`src/rtl/chr_gen_pkg.sv`:
```
// chr_gen_pkg: shared default widths and fill-level thresholds for the FIFO family
package chr_gen_pkg;
  localparam int C_DEF_DAT_W = 8;
  localparam int C_DEF_ADR_W = 4;
  localparam int C_DEF_AE_LVL = 2;
  function automatic int af_lvl(input int adr_w);
    return (1 << adr_w) - 2;
  endfunction
endpackage

```
`src/rtl/sfifo_mem.sv`:
```
// sfifo_mem: simple dual-port storage, one write port and one registered read port
module sfifo_mem import chr_gen_pkg::*; #(
  parameter int C_DAT_W = C_DEF_DAT_W,
  parameter int C_ADR_W = C_DEF_ADR_W
) (
  input  logic               CK_i,
  input  logic               WE_i,
  input  logic [C_ADR_W-1:0] WA_i,
  input  logic [C_DAT_W-1:0] WD_i,
  input  logic               RE_i,
  input  logic [C_ADR_W-1:0] RA_i,
  output logic [C_DAT_W-1:0] RD_o
);
  logic [C_DAT_W-1:0] mem_q [2**C_ADR_W];
  logic [C_DAT_W-1:0] rdat_q;
  // unreset array and enabled output register so the tools map this to block RAM
  always_ff @(posedge CK_i) begin
    if (WE_i) mem_q[WA_i] <= WD_i;
    if (RE_i) rdat_q <= mem_q[RA_i];
  end
  assign RD_o = rdat_q;
endmodule

```
`src/rtl/sc_fifo.sv`:
```
// sc_fifo: single-clock FIFO with occupancy count, level flags and sticky error flags
module sc_fifo import chr_gen_pkg::*; #(
  parameter int C_DAT_W  = C_DEF_DAT_W,
  parameter int C_ADR_W  = C_DEF_ADR_W,
  parameter int C_AF_LVL = af_lvl(C_ADR_W),
  parameter int C_AE_LVL = C_DEF_AE_LVL
) (
  input  logic               CK_i,
  input  logic               XAR_i,
  input  logic               CLR_i,
  input  logic               WE_i,
  input  logic [C_DAT_W-1:0] WDs_i,
  input  logic               RE_i,
  output logic [C_DAT_W-1:0] RDs_o,
  output logic               RVLD_o,
  output logic               FULL_o,
  output logic               EMPTY_o,
  output logic               AFULL_o,
  output logic               AEMPTY_o,
  output logic [C_ADR_W:0]   CNTs_o,
  output logic               OVF_o,
  output logic               UDF_o
);
  localparam logic [C_ADR_W:0] DEPTH = (C_ADR_W+1)'(2**C_ADR_W);
  localparam logic [C_ADR_W:0] AF = (C_ADR_W+1)'(C_AF_LVL);
  localparam logic [C_ADR_W:0] AE = (C_ADR_W+1)'(C_AE_LVL);
  logic [C_ADR_W-1:0] wptr_q, wptr_d, rptr_q, rptr_d;
  logic [C_ADR_W:0]   cnt_q, cnt_d;
  logic               rvld_q, rvld_d, ovf_q, ovf_d, udf_q, udf_d, seen_q, seen_d;
  logic               wr_acc, rd_acc;
  logic [C_DAT_W-1:0] mem_rd;
  // accept decisions and next state; flush wins over both requests
  always_comb begin
    wr_acc = WE_i & ~FULL_o & ~CLR_i;
    rd_acc = RE_i & ~EMPTY_o & ~CLR_i;
    wptr_d = CLR_i ? '0 : wptr_q + C_ADR_W'(wr_acc);
    rptr_d = CLR_i ? '0 : rptr_q + C_ADR_W'(rd_acc);
    cnt_d  = CLR_i ? '0 : cnt_q + (C_ADR_W+1)'(wr_acc) - (C_ADR_W+1)'(rd_acc);
    rvld_d = rd_acc;
    ovf_d  = ~CLR_i & (ovf_q | (WE_i & FULL_o));
    udf_d  = ~CLR_i & (udf_q | (RE_i & EMPTY_o));
    seen_d = seen_q | rd_acc;
  end
  // control state; seen_q masks the unreset RAM output until the first read after reset
  always_ff @(posedge CK_i or negedge XAR_i) begin
    if (!XAR_i) begin
      wptr_q <= '0;
      rptr_q <= '0;
      cnt_q  <= '0;
      rvld_q <= 1'b0;
      ovf_q  <= 1'b0;
      udf_q  <= 1'b0;
      seen_q <= 1'b0;
    end else begin
      wptr_q <= wptr_d;
      rptr_q <= rptr_d;
      cnt_q  <= cnt_d;
      rvld_q <= rvld_d;
      ovf_q  <= ovf_d;
      udf_q  <= udf_d;
      seen_q <= seen_d;
    end
  end
  sfifo_mem #(.C_DAT_W(C_DAT_W), .C_ADR_W(C_ADR_W)) u_mem (
    .CK_i(CK_i),
    .WE_i(wr_acc),
    .WA_i(wptr_q),
    .WD_i(WDs_i),
    .RE_i(rd_acc),
    .RA_i(rptr_q),
    .RD_o(mem_rd)
  );
  assign RDs_o    = seen_q ? mem_rd : '0;
  assign RVLD_o   = rvld_q;
  assign CNTs_o   = cnt_q;
  assign FULL_o   = cnt_q == DEPTH;
  assign EMPTY_o  = cnt_q == '0;
  assign AFULL_o  = cnt_q >= AF;
  assign AEMPTY_o = cnt_q <= AE;
  assign OVF_o    = ovf_q;
  assign UDF_o    = udf_q;
endmodule

```
`config.mk`:
```
export PLATFORM = sky130hd
export DESIGN_NAME = sc_fifo
export DESIGN_NICKNAME = d
export VERILOG_FILES = /design/src/rtl/chr_gen_pkg.sv /design/src/rtl/sfifo_mem.sv /design/src/rtl/sc_fifo.sv
export SDC_FILE = /design/constraint.sdc
export NUM_CORES = 1
export LEC_CHECK = 0
export ABC_AREA = 1
export CAP_MARGIN = 20
export CORE_ASPECT_RATIO = 0.9
export CORE_MARGIN = 2
export CORE_UTILIZATION = 50
export CTS_BUF_LIST = sky130_fd_sc_hd__clkbuf_8
export DETAILED_ROUTE_END_ITERATION = 12
export GPL_TIMING_DRIVEN = 0
export PLACE_DENSITY = 0.68
export SYNTH_ARGS = -nofsm -noshare
export SYNTH_HDL_FRONTEND = slang
export SYNTH_HIERARCHICAL = 1
export SYNTH_SLANG_ARGS = --single-unit
```
`constraint.sdc`:
```
create_clock -name CK_i -period 2.7 [get_ports CK_i]
set_input_delay 0.27 -clock CK_i [delete_from_list [all_inputs] [get_ports CK_i]]
set_output_delay 0.27 -clock CK_i [all_outputs]
set_load 0.1 [all_outputs]
```
### Word level (Yosys, flattened, before mapping)

Memories as Yosys holds them, arrays and structs flattened. A register that Yosys moved wholly into a read port is not among the register bits.
Cells that the tools add are included.
W data, S select, Z words.

| operators by class | value |
|---|---|
| add/subtract/negate cells | 4 |
| $lt $le $gt $ge | 2 |
| eq/ne operators | 1 |
| multiplexer cells | 6 |
| bitwise gates (word level) | 14 |
| reductions and logical operators | 1 |

Operator list:

| operator | number |
|---|---|
| $add A4 B1 Y4 | 2 |
| $and A1 B1 Y1 | 8 |
| $mux W4 | 2 |
| $mux W8 | 1 |
| $add A5 B1 Y5 | 1 |
| $eq A5 B5 Y1 const B | 1 |
| $ge A5 B4 Y1 const B | 1 |
| $le A5 B2 Y1 const B | 1 |
| $logic_not A5 Y1 | 1 |
| $mux W5 | 1 |
| $sub A5 B1 Y5 | 1 |
| $not A1 Y1 | 3 |
| $or A1 B1 Y1 | 3 |
| $mux W1 | 2 |

| word-level totals | value |
|---|---|
| register bits after elaboration | 17 |
| bits in writable memories | 128 |
| input port bits | 13 |
| logic and storage cells | 36 |
| memories kept | 1 |

Memory list:

| name | depth | width | rd ports | clocked after memory_dff | write ports | RTL line | text |
|---|---|---|---|---|---|---|---|
| u_mem.mem_q | 16 | 8 | 1 | 1 | 1 | sfifo_mem.sv:14 | `logic [C_DAT_W-1:0] mem_q [2**C_ADR_W];` |

### Depth between registers and ports, before layout

| depth | value |
|---|---|
| depth in word-level cells | 7 |
| mapped depth | 16 |

### By module

The synthesis kept the hierarchy.

Modules (own cells, without submodules):

| module | times used | cells an instance | area an instance (um^2) | sequential area each (um^2) |
|---|---|---|---|---|
| sfifo_mem | 1 | 551 | 5846.9 | 4083.9 |
| sc_fifo | 1 | 126 | 1052.3 | 425.4 |

### Worst setup path before layout

No wires, ideal clock.

| timing | value |
|---|---|
| path type | reg2reg |
| from | register cnt_q[2] (netlist: CNTs_o[2]) |
| to | register cnt_q[4] (netlist: CNTs_o[4]) |
| library setup time | 119 ps |
| arrival time | 3062 ps |
| path slack | -481 ps |
| stages on the path, launching flop included | 17 |
| buffers on the path | 0 |
| cells stage by stage | dfrtp_1 -> inv_1 -> ha_1 -> nand4_2 -> nand3_1 -> inv_1 -> ha_1 -> inv_1 -> ha_1 -> inv_1 -> fa_1 -> inv_1 -> nand2_2 -> nand2_2 -> nand3_2 -> nand2_1 -> nor2_1 |

| between the ends | value |
|---|---|
| elaborated cells on any way between the ends | 11 |
| those cells by class | 2 x add/sub; 1 x eq/ne; 1 x mux; 6 x bitwise; 1 x reduce/logical |

RTL lines:

| item | RTL line | text |
|---|---|---|
| from (decl) | sc_fifo.sv:28 | `logic [C_ADR_W:0] cnt_q, cnt_d;` |
| from (signal assigned) | sc_fifo.sv:57 | `cnt_q <= cnt_d;` |
| $logic_not A5 Y1 | sc_fifo.sv:77 | `assign EMPTY_o = cnt_q == '0;` |
| $not A1 Y1 | sc_fifo.sv:35 | `rd_acc = RE_i & ~EMPTY_o & ~CLR_i;` |
| $and A1 B1 Y1 (2 in a row) | sc_fifo.sv:35 |  |
| via rd_acc | sc_fifo.sv:30 | `logic wr_acc, rd_acc;` |
| $sub A5 B1 Y5 | sc_fifo.sv:38 | `cnt_d = CLR_i ? '0 : cnt_q + (C_ADR_W+1)'(wr_acc) - (C_ADR_W+1)'(rd_acc);` |
| $mux W5 | sc_fifo.sv:38 |  |
| via cnt_d[4] | sc_fifo.sv:28 |  |

The timed path passes the listed nets, and every way through them passes these cells.

### Worst setup path after layout

| timing | value |
|---|---|
| from | register cnt_q[2] (netlist: CNTs_o[2]) |
| to | output EMPTY_o |

| between the ends | value |
|---|---|
| cells in the longest elaborated chain, start to end | 1 |

Ends and longest elaborated chain:

| item | RTL line | text |
|---|---|---|
| $logic_not A5 Y1 | sc_fifo.sv:77 |  |
| to (decl) | sc_fifo.sv:17 | `output logic EMPTY_o,` |

Every way passes these cells.

==> metrics.md <==
| Metric | Value |
|---|---|
| Worst hold margin | between 0.2 and 0.3 ns |
| Clk sinks | 153 |
| Syn_nets | 706 |
| Pre-Repair DR Iteration Count | 5 |
| Commonest non-fill, non-tap cell in the layout | nand2_1 |
| Most frequent cells in the layout | nand2_1 (194), edfxtp_1 (136), inv_1 (128) |
| Initial core utilization | 0.514 |
| Synth Cell Area | 6900 um2 |
| RSZ-0062 raised after global routing | false |
| Endpoints failing hold | 0 |
| Total CTS buffers | 17 |
| Die Area | approximately 15000 um2 |
| Cells after Synth | a little under 700 |
| CTS Root Cell | clkbuf_8 |
| Post-CTS setup buffers | 0 |
| Row count | 40 |
| # H-tree levels | 4 |
| Vias per inst | about 5.2 |
| Hold/Removal Path Class | primary input to async pin |
| Final period util | 0.949 |
| CP Data Required Time | about 2.4 ns |
| Syn avg cell area | 10.2 um2 |
| Post-DR wirelength/cell | 17.6 um |
| Fillers | 1128 |
| Worst Setup SP | CNTs_o[2] |
| Final setup skew | 0.00825 ns |
| Slew Limit Fails | 0 |
| Reg-to-Reg Start | CNTs_o[2] |
| RD Place Congestion | 0.944 |
| CTS tree | done |
| Worst-path clk slew | around 0.08 ns |
| Routed WL | 16000 um |
| PD cells | 866 nW/um2 |
| WS Path Type | flip-flop to primary output |
| Peak supply drop | a little under 0.6 mV |
| Distinct cells, synth | 22 |
| Setup violations, final | 0 |
| Slew margin rel. | 0.339 |
| Crit path time final | 2.56 ns |
| Initial drt markers | about 630 |
| PostCTS Resize Cnt | 4 |
| Total Routing Usage GR | 0.231 |
| Leakage | between 3 and 4 nW |
| Fraction of layout cells with a size suffix above 1 | 0.108 |
| Fin area | 7930 um2 |
| Largest net degree at the start of global routing | 18 |
| Die Span Y | 115 um |
| Boundary pin count | 33 |
| Worst-margin pin slew | between 0.9 and 1 ns |
| Cell Area, Placed | between 7000 and 8000 um2 |
| Peak Freq | 390 MHz |
| Final Net Count | 757 |
| Detailed-route DRC error count | 0 |
| Seq cells post-synth | 153 |
| Layout area overhead | 15.0% |
| Setup TNS | 0 ns |
| Vias in the first global route | 4472 |
| Setup crit start kind | flip-flop |
| Routed Antenna Nets | 0 |
| HPWL Detailed | 10800 um |
| Status | finished, final reports clean |
| Skew-Pair Late Insertion Delay | 0.45 ns |
| Clk buf depth | 2 |
| First-pass GRT wire length | 24400 um |
| PortBufs | 32 |
| Gr ovfl total | 0 |
| Yosys Warn Count | 6 |
| Post-CTS Hold Fix Bufs | 0 |
| CORE AREA | 13400 um2 |
| Vias post-DR | roughly 4800 |
| Critical Path Fanout Max | 5 |
| CP Capture Type | primary output |
| Seq/Total Area, Yosys | 0.654 |
| Maxcap violations | 0 |
| Worst path arrival time | 2.29 ns |
| Initial antenna violation count | 0 |
| Antenna fix cells | 0 |
| Overall die width | 128 um |
==> metrics by stage <==
stage / cells / utilization / total power [mW] / setup slack, ns
finish: 909 / 0.591 / 6.87 / 0.137
global route: 909 / 0.591 / 7.16 / 0.0302
CTS: 909 / 0.591 / 6.88 / 0.0165
detailed placement: 877 / 0.555 / 4.85 / 0.0343
global placement: 877 / 0.555 / 4.82 / 0.118
floorplan: 677 / - / 4.31 / 0.0712
==> area by class of cell <==
| cell class | instances | area (um2) | share of cell area |
|---|---|---|---|
| inverters | 135 | 509 | 0.0642 |
| flip-flops and latches | 153 | 4520 | 0.570 |
| well taps | 168 | 210 | 0.0265 |
| clock buffers | 19 | 262 | 0.0330 |
| plain buffers | 26 | 176 | 0.0222 |
| repair buffers | 32 | 313 | 0.0394 |
| multi-input cells | 363 | 1720 | 0.217 |
| clock inverters | 13 | 223 | 0.0281 |
==> final timing paths <==
check	endpoint	slack (ns)	cells past startpoint
worst max-delay path	EMPTY_o	0.14	5
worst min-delay path	wptr_q[2]	0.27	1
worst max register to register	u_mem/mem_q[12][1]	0.15	7
worst min register to register	UDF_o	0.50	2
max in group asynchronous	CNTs_o[3]	1.84	1
min in group CK_i	OVF_o	0.42	3
==> critical path: stages, from the launching register on <==
cell and delay, ns:
dfrtp_4 0.52, inv_2 0.08, ha_2 0.19, nand4_2 0.15, inv_1 0.08, clkdlybuf4s15_1 0.81
==> where the power goes <==
part	internal (mW)	switching, mW
clock	1.23	0.824
combinational	0.521	1.52
sequential	2.70	0.0741
total	4.45	2.42
==> layer usage <==
layer  wire [um]  global-route usage
met4         306              0.0813
met2        7320               0.361
met5           0                   0
met1        6890               0.319
met3        1510              0.0591
==> kinds of logic (layout without fill, tap and decap cells) <==
kind of cell,after synthesis,after routing,share of synthesized area
simple gates,336,336,0.207
flops,153,153,0.654
xor+xnor,4,4,0.00508
compound gates,7,7,0.00544
buf+inv,161,225,0.0990
fa+ha+maj,16,16,0.0301
==> synthesized netlist by cell type <==
master	instances	share of area
a21oi_1	4	0.0029
buf_1	1	0.00054
buf_2	15	0.011
buf_4	4	0.0044
buf_6	6	0.0098
dfrtp_1	17	0.062
edfxtp_1	136	0.59
fa_1	1	0.0029
ha_1	15	0.027
inv_1	131	0.071
inv_2	4	0.0022
nand2_1	194	0.11
nand2_2	2	0.0018
nand3_1	103	0.075
nand3_2	1	0.0015
nand3b_1	2	0.0022
nand4_2	2	0.0036
nor2_1	32	0.017
o21a_1	1	0.0011
o21ai_1	2	0.0015
xnor2_1	2	0.0025
xor2_1	2	0.0025
==> flip-flops by register name, indices dropped and copies added (netlist names) <==
name         count
CNTs_o           5
u_mem/mem_q    128
OVF_o            1
RVLD_o           1
wptr_q           4
u_mem/RD_o       8
UDF_o            1
seen_q           1
rptr_q           4
Power figures use the tool's default switching activity.
